<file path="src/rtl/seq_rem_if.sv">
// Handshake bundle for seq_rem: operand request channel and remainder response channel.
interface seq_rem_if #(parameter int W = 2) ();
  logic         in_valid;
  logic         in_ready;
  logic [W:0]   numerator;
  logic [W:0]   denominator;
  logic         mode;
  logic         out_valid;
  logic         out_ready;
  logic [W:0]   remainder;
  logic         zero;
  logic         divbyzero;

  modport master (
    output in_valid, numerator, denominator, mode, out_ready,
    input  in_ready, out_valid, remainder, zero, divbyzero
  );

  modport slave (
    input  in_valid, numerator, denominator, mode, out_ready,
    output in_ready, out_valid, remainder, zero, divbyzero
  );
endinterface

</file>
<file path="src/rtl/seq_rem.sv">
// Sequential sign-magnitude remainder: one restoring shift-subtract step per cycle,
// truncated (mode 0) or floored (mode 1) sign convention, divide-by-zero bypass.
module seq_rem #(
  parameter int W = 2
) (
  input  logic   clk,
  input  logic   rst_n,
  seq_rem_if.slave bus
);
  localparam int CW = $clog2(W);

  typedef enum logic [1:0] {IDLE = 2'd0, CALC = 2'd1, DONE = 2'd2} state_t;

  state_t        r_state, w_next;
  logic [CW-1:0] r_cnt;
  logic [W:0]    r_prem;
  logic [W-1:0]  r_quo;
  logic [W-1:0]  r_dmag;
  logic          r_nsgn, r_dsgn, r_mode;
  logic [W:0]    r_rem;
  logic          r_zero, r_dbz;

  logic          w_acc, w_in_dz, w_ge, w_fsgn;
  logic [W:0]    w_shift, w_prem_nx, w_fmag;

  assign w_acc   = bus.in_valid && (r_state == IDLE);
  assign w_in_dz = (bus.denominator[W-1:0] == '0);

  // Partial remainder stays below |den|, so W+1 bits hold the shifted value without overflow.
  assign w_shift   = (r_prem << 1) | {{W{1'b0}}, r_quo[W-1]};
  assign w_ge      = (w_shift >= {1'b0, r_dmag});
  assign w_prem_nx = w_ge ? (w_shift - {1'b0, r_dmag}) : w_shift;

  // Floored fix-up only when a nonzero remainder has signs that disagree.
  assign w_fmag = (r_mode && (w_prem_nx != '0) && (r_nsgn != r_dsgn))
                  ? ({1'b0, r_dmag} - w_prem_nx) : w_prem_nx;
  assign w_fsgn = (w_fmag == '0) ? 1'b0 : (r_mode ? r_dsgn : r_nsgn);

  always_ff @(posedge clk or negedge rst_n) begin
    if (!rst_n) r_state <= IDLE;
    else        r_state <= w_next;
  end

  always_comb begin
    w_next = r_state;
    case (r_state)
      IDLE:    if (bus.in_valid) w_next = w_in_dz ? DONE : CALC;
      CALC:    if (r_cnt == '0)  w_next = DONE;
      DONE:    if (bus.out_ready) w_next = IDLE;
      default: w_next = IDLE;
    endcase
  end

  always_comb begin
    bus.in_ready  = (r_state == IDLE);
    bus.out_valid = (r_state == DONE);
  end

  always_ff @(posedge clk or negedge rst_n) begin
    if (!rst_n) begin
      r_cnt  <= '0;
      r_prem <= '0;
      r_quo  <= '0;
      r_dmag <= '0;
      r_nsgn <= 1'b0;
      r_dsgn <= 1'b0;
      r_mode <= 1'b0;
      r_rem  <= '0;
      r_zero <= 1'b0;
      r_dbz  <= 1'b0;
    end else if (w_acc) begin
      r_cnt  <= CW'(W - 1);
      r_prem <= '0;
      r_quo  <= bus.numerator[W-1:0];
      r_dmag <= bus.denominator[W-1:0];
      r_nsgn <= bus.numerator[W];
      r_dsgn <= bus.denominator[W];
      r_mode <= bus.mode;
      if (w_in_dz) begin
        r_rem  <= bus.numerator;
        r_zero <= (bus.numerator[W-1:0] == '0);
        r_dbz  <= 1'b1;
      end
    end else if (r_state == CALC) begin
      r_prem <= w_prem_nx;
      r_quo  <= r_quo << 1;
      if (r_cnt != '0) begin
        r_cnt <= r_cnt - 1'b1;
      end else begin
        r_rem  <= {w_fsgn, w_fmag[W-1:0]};
        r_zero <= (w_fmag == '0);
        r_dbz  <= 1'b0;
      end
    end
  end

  assign bus.remainder = r_rem;
  assign bus.zero      = r_zero;
  assign bus.divbyzero = r_dbz;
endmodule

</file>
<file path="src/flat_wrapper.sv">
// flat-port wrapper written by rule: the top's interface ports become plain ports
module seq_rem_flat 
#(
  parameter int W = 2
)
  (clk, rst_n, bus_in_valid, bus_numerator, bus_denominator, bus_mode, bus_out_ready, bus_in_ready, bus_out_valid, bus_remainder, bus_zero, bus_divbyzero);
  seq_rem_if #(.W(W)) bus_i ();
  input  logic clk;
  input  logic rst_n;
  input wire logic [$bits(bus_i.in_valid)-1:0] bus_in_valid;
  input wire logic [$bits(bus_i.numerator)-1:0] bus_numerator;
  input wire logic [$bits(bus_i.denominator)-1:0] bus_denominator;
  input wire logic [$bits(bus_i.mode)-1:0] bus_mode;
  input wire logic [$bits(bus_i.out_ready)-1:0] bus_out_ready;
  output wire logic [$bits(bus_i.in_ready)-1:0] bus_in_ready;
  output wire logic [$bits(bus_i.out_valid)-1:0] bus_out_valid;
  output wire logic [$bits(bus_i.remainder)-1:0] bus_remainder;
  output wire logic [$bits(bus_i.zero)-1:0] bus_zero;
  output wire logic [$bits(bus_i.divbyzero)-1:0] bus_divbyzero;
  assign bus_i.in_valid = bus_in_valid;
  assign bus_i.numerator = bus_numerator;
  assign bus_i.denominator = bus_denominator;
  assign bus_i.mode = bus_mode;
  assign bus_i.out_ready = bus_out_ready;
  assign bus_in_ready = bus_i.in_ready;
  assign bus_out_valid = bus_i.out_valid;
  assign bus_remainder = bus_i.remainder;
  assign bus_zero = bus_i.zero;
  assign bus_divbyzero = bus_i.divbyzero;
  seq_rem #(.W(W)) u_core (.clk(clk), .rst_n(rst_n), .bus(bus_i));
endmodule
</file>
<file path="config.mk">
export PLATFORM = sky130hd
export DESIGN_NAME = seq_rem_flat
export DESIGN_NICKNAME = d
export VERILOG_FILES = /design/src/rtl/seq_rem_if.sv /design/src/rtl/seq_rem.sv /design/src/flat_wrapper.sv
export SDC_FILE = /design/constraint.sdc
export NUM_CORES = 1
export LEC_CHECK = 0
export ABC_CLOCK_PERIOD_IN_PS = 3000
export CAP_MARGIN = 40
export CORE_MARGIN = 8
export CORE_UTILIZATION = 30
export CTS_BUF_LIST = sky130_fd_sc_hd__clkbuf_16
export DETAILED_ROUTE_END_ITERATION = 10
export DONT_BUFFER_PORTS = 1
export PLACE_DENSITY_LB_ADDON = 0.1
export SLEW_MARGIN = 20
export SYNTH_ARGS = -nofsm -noshare
export SYNTH_HDL_FRONTEND = slang
export SYNTH_SLANG_ARGS = --single-unit
</file>
<file path="constraint.sdc">
create_clock -name clk -period 3 [get_ports clk]
set_input_delay 0.15 -clock clk [delete_from_list [all_inputs] [get_ports clk]]
set_output_delay 0.15 -clock clk [all_outputs]
set_load 0.005 [all_outputs]
</file>
-- Yosys cells after proc, flatten, opt, wreduce, memory -nomap -nowiden
Cells that the tools add are included.
- shift operators: 0
- add/subtract/negate cells: 3
- $lt $le $gt $ge: 1
- equality and inequality tests: 8
- muxes and demuxes: 28
- div/mod/pow operators: 0
- reduce and logical (&&, ||, !) cells: 11
- multipliers: 0
- bitwise logic cells: 1
- operator list (cell ; number):
    $mux 3 ; 6
    $mux 2 ; 8
    $mux 1 ; 13
    $ne 2x2->1 const B ; 5
    $logic_not 2->1 ; 3
    $pmux 2 s3 ; 1
    $reduce_and 3->1 ; 2
    $ge 3x2->1 ; 1
    $logic_and 1x1->1 ; 3
    $logic_not 3->1 ; 1
    $or 3x1->3 ; 1
    $reduce_bool 3->1 ; 1
    $sub 2x3->3 ; 1
    $sub 3x2->3 ; 1
    $eq 2x1->1 const B ; 1
    $eq 2x2->1 const B ; 1
    $reduce_bool 2->1 ; 1
    $ne 1x1->1 ; 1
    $sub 1x1->1 const B ; 1
- memory bits (read-only): 0
- memories kept: 0
- memory bits (writable): 0
- bits in latches: 0
- flip-flop bits (word level): 17
- output and inout port bits: 7
- input bits: 11

-- Logic depth before layout (Yosys ltp)
Gate-level depths: netlist of the first run.
- word-level depth: 12
- gate-level depth with buffers: 10
- gate-level depth less buffers: 10

-- Worst setup path before layout of the first run
Ideal clock, no wire load.
- kind: reg-to-reg
- from: register u_core.r_dmag[0]
- to: register u_core.r_zero (netlist: u_core.bus.zero)
- setup slack: 0.426 ns
- arrival: 2.508 ns
- path buffers: 0
- cell stages (with the launch flop): 10
- setup time: 0.066 ns
- clock period less this slack: 2.574 ns
- path through: dfrtp_1 > inv_1 > ha_1 > nand2b_4 > a211oi_2 > mux2i_1 > fa_1 > o31ai_1 > o211a_1 > a31o_1
- word-level cells in the longest chain between the ends: 10
- elaborated cells on any way between the ends: 12
- classes of those cells: 2 x add/sub; 1 x order compare; 5 x mux; 4 x reduce/logical
- ends and longest elaborated chain (what ; RTL line ; RTL):
    start: declaration ; seq_rem.sv:18 ; logic [W-1:0] r_dmag;
    start signal: assignment ; seq_rem.sv:75 ; r_dmag <= bus.denominator[W-1:0];
    branches (longest 5 deep; another with $sub 3x2->3) ; -- ;
    $mux 3 * ; seq_rem.sv:36 ; ? ({1'b0, r_dmag} - w_prem_nx) : w_prem_nx;
    $logic_not 3->1 * ; seq_rem.sv:91 ; r_zero <= (w_fmag == '0);
    $mux 1 * ; seq_rem.sv:87 ; if (r_cnt != '0) begin
    $mux 1 * ; seq_rem.sv:84 ; end else if (r_state == CALC) begin
    $mux 1 * ; seq_rem.sv:71 ; end else if (w_acc) begin
    end signal: assignment ; seq_rem.sv:81 ; r_zero <= (bus.numerator[W-1:0] == '0);
    end signal: assignment ; seq_rem.sv:91 ;
    end: declaration ; seq_rem.sv:21 ; logic r_zero, r_dbz;
Every way passes the cells marked *. The select of a mux whose other input is x is not followed.
A chain may end at the register's enable or synchronous reset.

-- Worst setup path after layout of the first run
Ends and elaborated chain as after synthesis.

==> out/results.tsv, run 1 <==
metric	value	unit
drt_wl_total	2574	um
fin_ws	188.5	ps
worstSetupEndpointType	flop	
initial_core_util	0.3144	
root_buffer	clkbuf_16	
io_pins	18	
numCtsBuffers	3	
dieArea	0.005680	mm2
core	0.003363	mm2
area_growth	15.50	%
crit_type	reg2reg	
synth_cell_types	32	
drive_gt1_frac	0.1157	
switching_share	0.4342	
worstSkewPairLatency	250	ps
hold_path.class	in2reg	
async_reset_ff_frac	1.000	
synth_edf_count	0	
leakagePower	0.5493	nW
htree_levels	1	
status	finished, final reports clean	
syn_nets	133	
stdcell_area	0.001221	mm2
vias	825	
fin_crit	2812	ps
drc	0	
n_fill_cell	376	
layout_commonest_cell	nand2_1	
timing.rr.start	u_core.r_dmag[0]	
switching_power	722.7	uW
drtPass1Iterations	4	
antennaDiodeCount	0	
clk_pin_slew	50	ps
clock_skew	3.566	ps
cp.required	3190	ps
slew_headroom	0.6921	
clk_path_buf_depth	2	
grt_overflow_total	0	
placed_cells	160	
die_w	75.37	um
finalSetupTns	0	ps
synth_area	0.001057	mm2
ys_ff_latch	17	
final_nets	138	
hold_violations	0	
dp_hpwl	1971	um
vias_per_cell	4.940	
ys.warnings.count	0	
multi_input_area	593.1	um2
power_frac_comb	0.564	
min-delay-start	bus_mode	
ys.flop_type	dfrtp_1	
grt_max_degree	18	
fmax	355.7	MHz
portBuffers	0	
worst_setup_path_start_kind	flop	
die_h	75.37	um
power_frac_clock	0.158	
routabilityCongestion	0.8108	
ant_nets	0	
layout_common_cells	nand2_1 (20), dfrtp_1 (17), o21ai_0 (13)	
critical_path_arrival	3000	ps
seqCellArea	425.4	um2
worst-path-max-fanout	4	
slew_viol_final	0	
stdcell_count	167	
rows	21	
crit_path_start	u_core.r_dmag[0]	
cts_tree	done	
tightest_slew	461.9	ps
pwr_density_cell	1363	mW/mm2
vdd_drop_max	0.4723	mV
cap_violations	0	
dp_slack	81.86	ps
p_int	941.7	uW
first_iter_violations	20	
synthCells	117	
cts_num_sinks	17	
wl_per_cell	15.41	um
track_usage	0.09792	
rsz0062_at_grt	no	
ys_seq_area_frac	0.4024	
pwr-share-seq	0.278	
grt_first_pass_wirelength	4188	um
antenna_found_initial	0	
grt_pass1_vias	778	
final-setup-viol-count	0	
place_area	0.001106	mm2
syn_avg_cell_area	9.036	um2
finalCritPeriodShare	0.9372	
worst paths after layout:
kind | endpoint | slack (ps) | cells past startpoint
max in group asynchronous | u_core.r_dmag[1] | 2440 | 2
min in group asynchronous | u_core.r_mode | 190 | 1
max | u_core.bus.zero | 190 | 9
max reg2reg | u_core.bus.zero | 190 | 9
min | u_core.r_mode | 7 | 2
min reg2reg | u_core.bus.remainder[1] | 510 | 2
layout make-up:
class,count,share of cell area
tap,46,0.04713
clock inverter,1,0.003074
timing repair buffer,4,0.03279
sequential,17,0.3484
multi-input combinational,89,0.4857
clock buffer,3,0.06148
inverter,7,0.02152
stage by stage:
stage | hold slack [ps] | total power, mW | util
finish | 6.881 | 1.664 | 0.3631
global route | 2.294 | 1.818 | 0.3631
CTS | 6.006 | 1.633 | 0.3553
detailed placement | -145.0 | 1.351 | 0.3289
global placement | -145.1 | 1.338 | 0.3289
floorplan | -145.6 | 1.157 | -
power by group through the flow:
stage | combinational (mW) | clock [mW] | sequential (mW)
after detailed placement | 0.885 | 0 | 0.466
final | 0.939 | 0.263 | 0.463
after floorplan | 0.737 | 0 | 0.420
after global routing | 1.05 | 0.281 | 0.487
after global placement | 0.871 | 0 | 0.467
after CTS | 0.897 | 0.272 | 0.464
registers in the layout, summed over array words and instances (netlist names):
name	count
u_core.bus.zero	1
u_core.r_quo	2
u_core.r_nsgn	1
u_core.r_cnt	1
u_core.bus.divbyzero	1
u_core.r_state	2
u_core.r_prem	2
u_core.r_dsgn	1
u_core.r_mode	1
u_core.bus.remainder	3
u_core.r_dmag	2
cells by family (layout without fill, tap and decap cells):
logic type	Yosys count	count (layout)	share of synthesized area
simple gates	41	41	0.1893
compound gates	38	38	0.2485
flops	17	17	0.4024
buf+inv	11	15	0.04024
fa+ha+maj	5	5	0.07338
mux	3	3	0.02959
xor+xnor	2	2	0.01657
timing repair:
action	4_1_cts	5_1_grt
resized for setup	0	1
buffers inserted	0	1
endpoints found under the hold margin	17	0
hold buffers	1	0
setup endpoints to repair	0	2
synthesized netlist by cell type (3+ instances only):
cell type | count | area, um2
a21oi_1 | 9 | 45.04
nand3_1 | 3 | 15.01
dfrtp_1 | 17 | 425.4
nand2b_1 | 4 | 25.02
o21ai_0 | 13 | 65.06
nor2b_1 | 6 | 37.54
inv_1 | 7 | 26.28
ha_1 | 3 | 37.54
clkbuf_1 | 3 | 11.26
nand2_1 | 20 | 75.07
nor2_1 | 4 | 15.01
metal layers:
layer  vias up  track usage  part of all wire
met5         -            0                 0
met4         0      0.03198            0.0074
met3         2      0.02632             0.050
met2        15       0.1400              0.45
met1       395       0.1379              0.49
li1        413            -                 -
worst max-delay path, cell delays in order, from the launching register on:
cell and delay (ps):
dfrtp_1 410, inv_1 80, ha_1 330, nand2b_4 160
a211oi_2 330, mux2i_2 360, fa_1 470, o31ai_1 270
o211a_1 210, a31o_1 140
(Power assumes the default switching activity.)
==> inputs of run 2 (changes only) <==
Settings changed: ABC_CLOCK_PERIOD_IN_PS 3000 to 3200.
Clock period 3 ns to 3.2 ns, I/O delays scaled along.
==> run 2 against run 1 <==
Global-route usage is 0.12 points higher. Critical path type unchanged. First-iteration DRC count is 25% higher. Highest routed layer unchanged. Flip-flop and latch count stayed put. Fmax is 2.5% lower. Register-to-register slack better by 130 ps. Core utilization is 0.45 points lower.
==> out/results.tsv, run 2 (synthesized netlist as in run 1, its figures left out) <==
metric	value	unit
stdcell_count	166	
finalCritPeriodShare	0.9008	
cap_violations	0	
ant_nets	0	
initial_core_util	0.3144	
hold_path.class	in2reg	
final-setup-viol-count	0	
io_pins	18	
vias	843	
critical_path_arrival	3070	ps
routabilityCongestion	0.8208	
worstSetupEndpointType	flop	
final_nets	137	
numCtsBuffers	3	
crit_type	reg2reg	
worstSkewPairLatency	250	ps
place_area	0.001106	mm2
grt_overflow_total	0	
placed_cells	160	
core	0.003363	mm2
stdcell_area	0.001206	mm2
power_frac_clock	0.165	
root_buffer	clkbuf_16	
dp_hpwl	1951	um
hold_violations	0	
drt_wl_total	2513	um
antenna_found_initial	0	
largest_reg_flops	3	
leakagePower	0.5435	nW
cp.required	3390	ps
cts_num_sinks	17	
rows	21	
tightest_slew	478.2	ps
layout_commonest_cell	nand2_1	
vdd_drop_max	0.3718	mV
antennaDiodeCount	0	
grt_first_pass_wirelength	4174	um
dieArea	0.005680	mm2
fmax	346.9	MHz
worst_setup_path_start_kind	flop	
clk_path_buf_depth	2	
switching_power	662.4	uW
pwr_density_cell	1254	mW/mm2
wl_per_cell	15.14	um
drive_gt1_frac	0.1000	
vias_per_cell	5.078	
drc	0	
clock_skew	2.705	ps
die_w	75.37	um
htree_levels	1	
portBuffers	0	
pwr-share-seq	0.287	
power_frac_comb	0.548	
slew_viol_final	0	
status	finished, final reports clean	
layout_common_cells	nand2_1 (20), dfrtp_1 (17), o21ai_0 (13)	
drtPass1Iterations	4	
fin_crit	2883	ps
die_h	75.37	um
grt_max_degree	18	
slew_headroom	0.6812	
rsz0062_at_grt	no	
grt_pass1_vias	802	
area_growth	14.08	%
p_int	850.1	uW
first_iter_violations	25	
finalSetupTns	0	ps
post_cts_resized	0	
worst-path-max-fanout	4	
track_usage	0.09913	
switching_share	0.4379	
clk_pin_slew	50	ps
cts_tree	done	
-- run 2: cell count changes in the layout (fill, tap and decap cells not counted), sizes merged --
| cell | previous run | this run |
|---|---|---|
| buf | 3 | 2 |
-- run 2: power groups by stage --
| stage | Sequential, mW | Combinational (mW) | Clock, mW |
|---|---|---|---|
| floorplan | 0.393 | 0.691 | 0 |
| global placement | 0.437 | 0.816 | 0 |
| detailed placement | 0.438 | 0.827 | 0 |
| CTS | 0.437 | 0.837 | 0.256 |
| global route | 0.452 | 0.939 | 0.266 |
| finish | 0.433 | 0.830 | 0.250 |
-- run 2: cell type report --
class | instances | area, um2
Clock buffer | 3 | 75.07
Clock inverter | 1 | 3.754
Fill cell | 380 | 2157
Inverter | 7 | 26.28
Multi-Input combinational cell | 89 | 589.3
Sequential cell | 17 | 425.4
Tap cell | 46 | 57.56
Timing Repair Buffer | 3 | 28.78
-- run 2: worst max-delay path, stage by stage, from the launching register on --
cell      delay [ps]
dfrtp_1          400
inv_1             80
ha_1             320
nand2b_4         160
a211oi_2         320
mux2i_1          440
fa_1             490
o31ai_1          260
o211a_1          210
a31o_1           140
-- run 2: layer usage --
layer | share of wire | vias up | GRT usage
li1 | - | 414 | -
met1 | 0.48 | 406 | 0.1380
met2 | 0.45 | 18 | 0.1390
met3 | 0.055 | 5 | 0.02500
met4 | 0.015 | 0 | 0.04478
met5 | 0 | - | 0
-- run 2: repair_timing --
| action | 4_1_cts | 5_1_grt |
|---|---|---|
| endpoints found under the hold margin | 17 | 0 |
| hold buffers | 1 | 0 |
| buffers inserted | 0 | 0 |
-- run 2: worst paths after layout --
check | from | endpoint | slack (ps) | cells after the start
max | u_core.r_dmag[0] | u_core.bus.zero | 320 | 9
min | bus_out_ready | u_core.r_state[1] | 10 | 1
max reg2reg | u_core.r_dmag[0] | u_core.bus.zero | 320 | 9
min reg2reg | u_core.r_cnt | u_core.r_cnt | 510 | 1
max in group asynchronous | rst_n | u_core.r_state[0] | 2660 | 2
min in group asynchronous | rst_n | u_core.r_nsgn | 170 | 1
-- run 2: stage by stage --
step           power (mW)  utilization  hold WS, ps  setup WS (ps)
3_5_place_dp        1.265       0.3289       -135.1          304.6
6_report            1.512       0.3586        12.86          317.3
3_3_place_gp        1.253       0.3289       -135.1          406.0
2_1_floorplan       1.085            -       -135.6          626.0
4_1_cts             1.529       0.3553        12.52          293.1
5_1_grt             1.656       0.3586        3.950          106.8
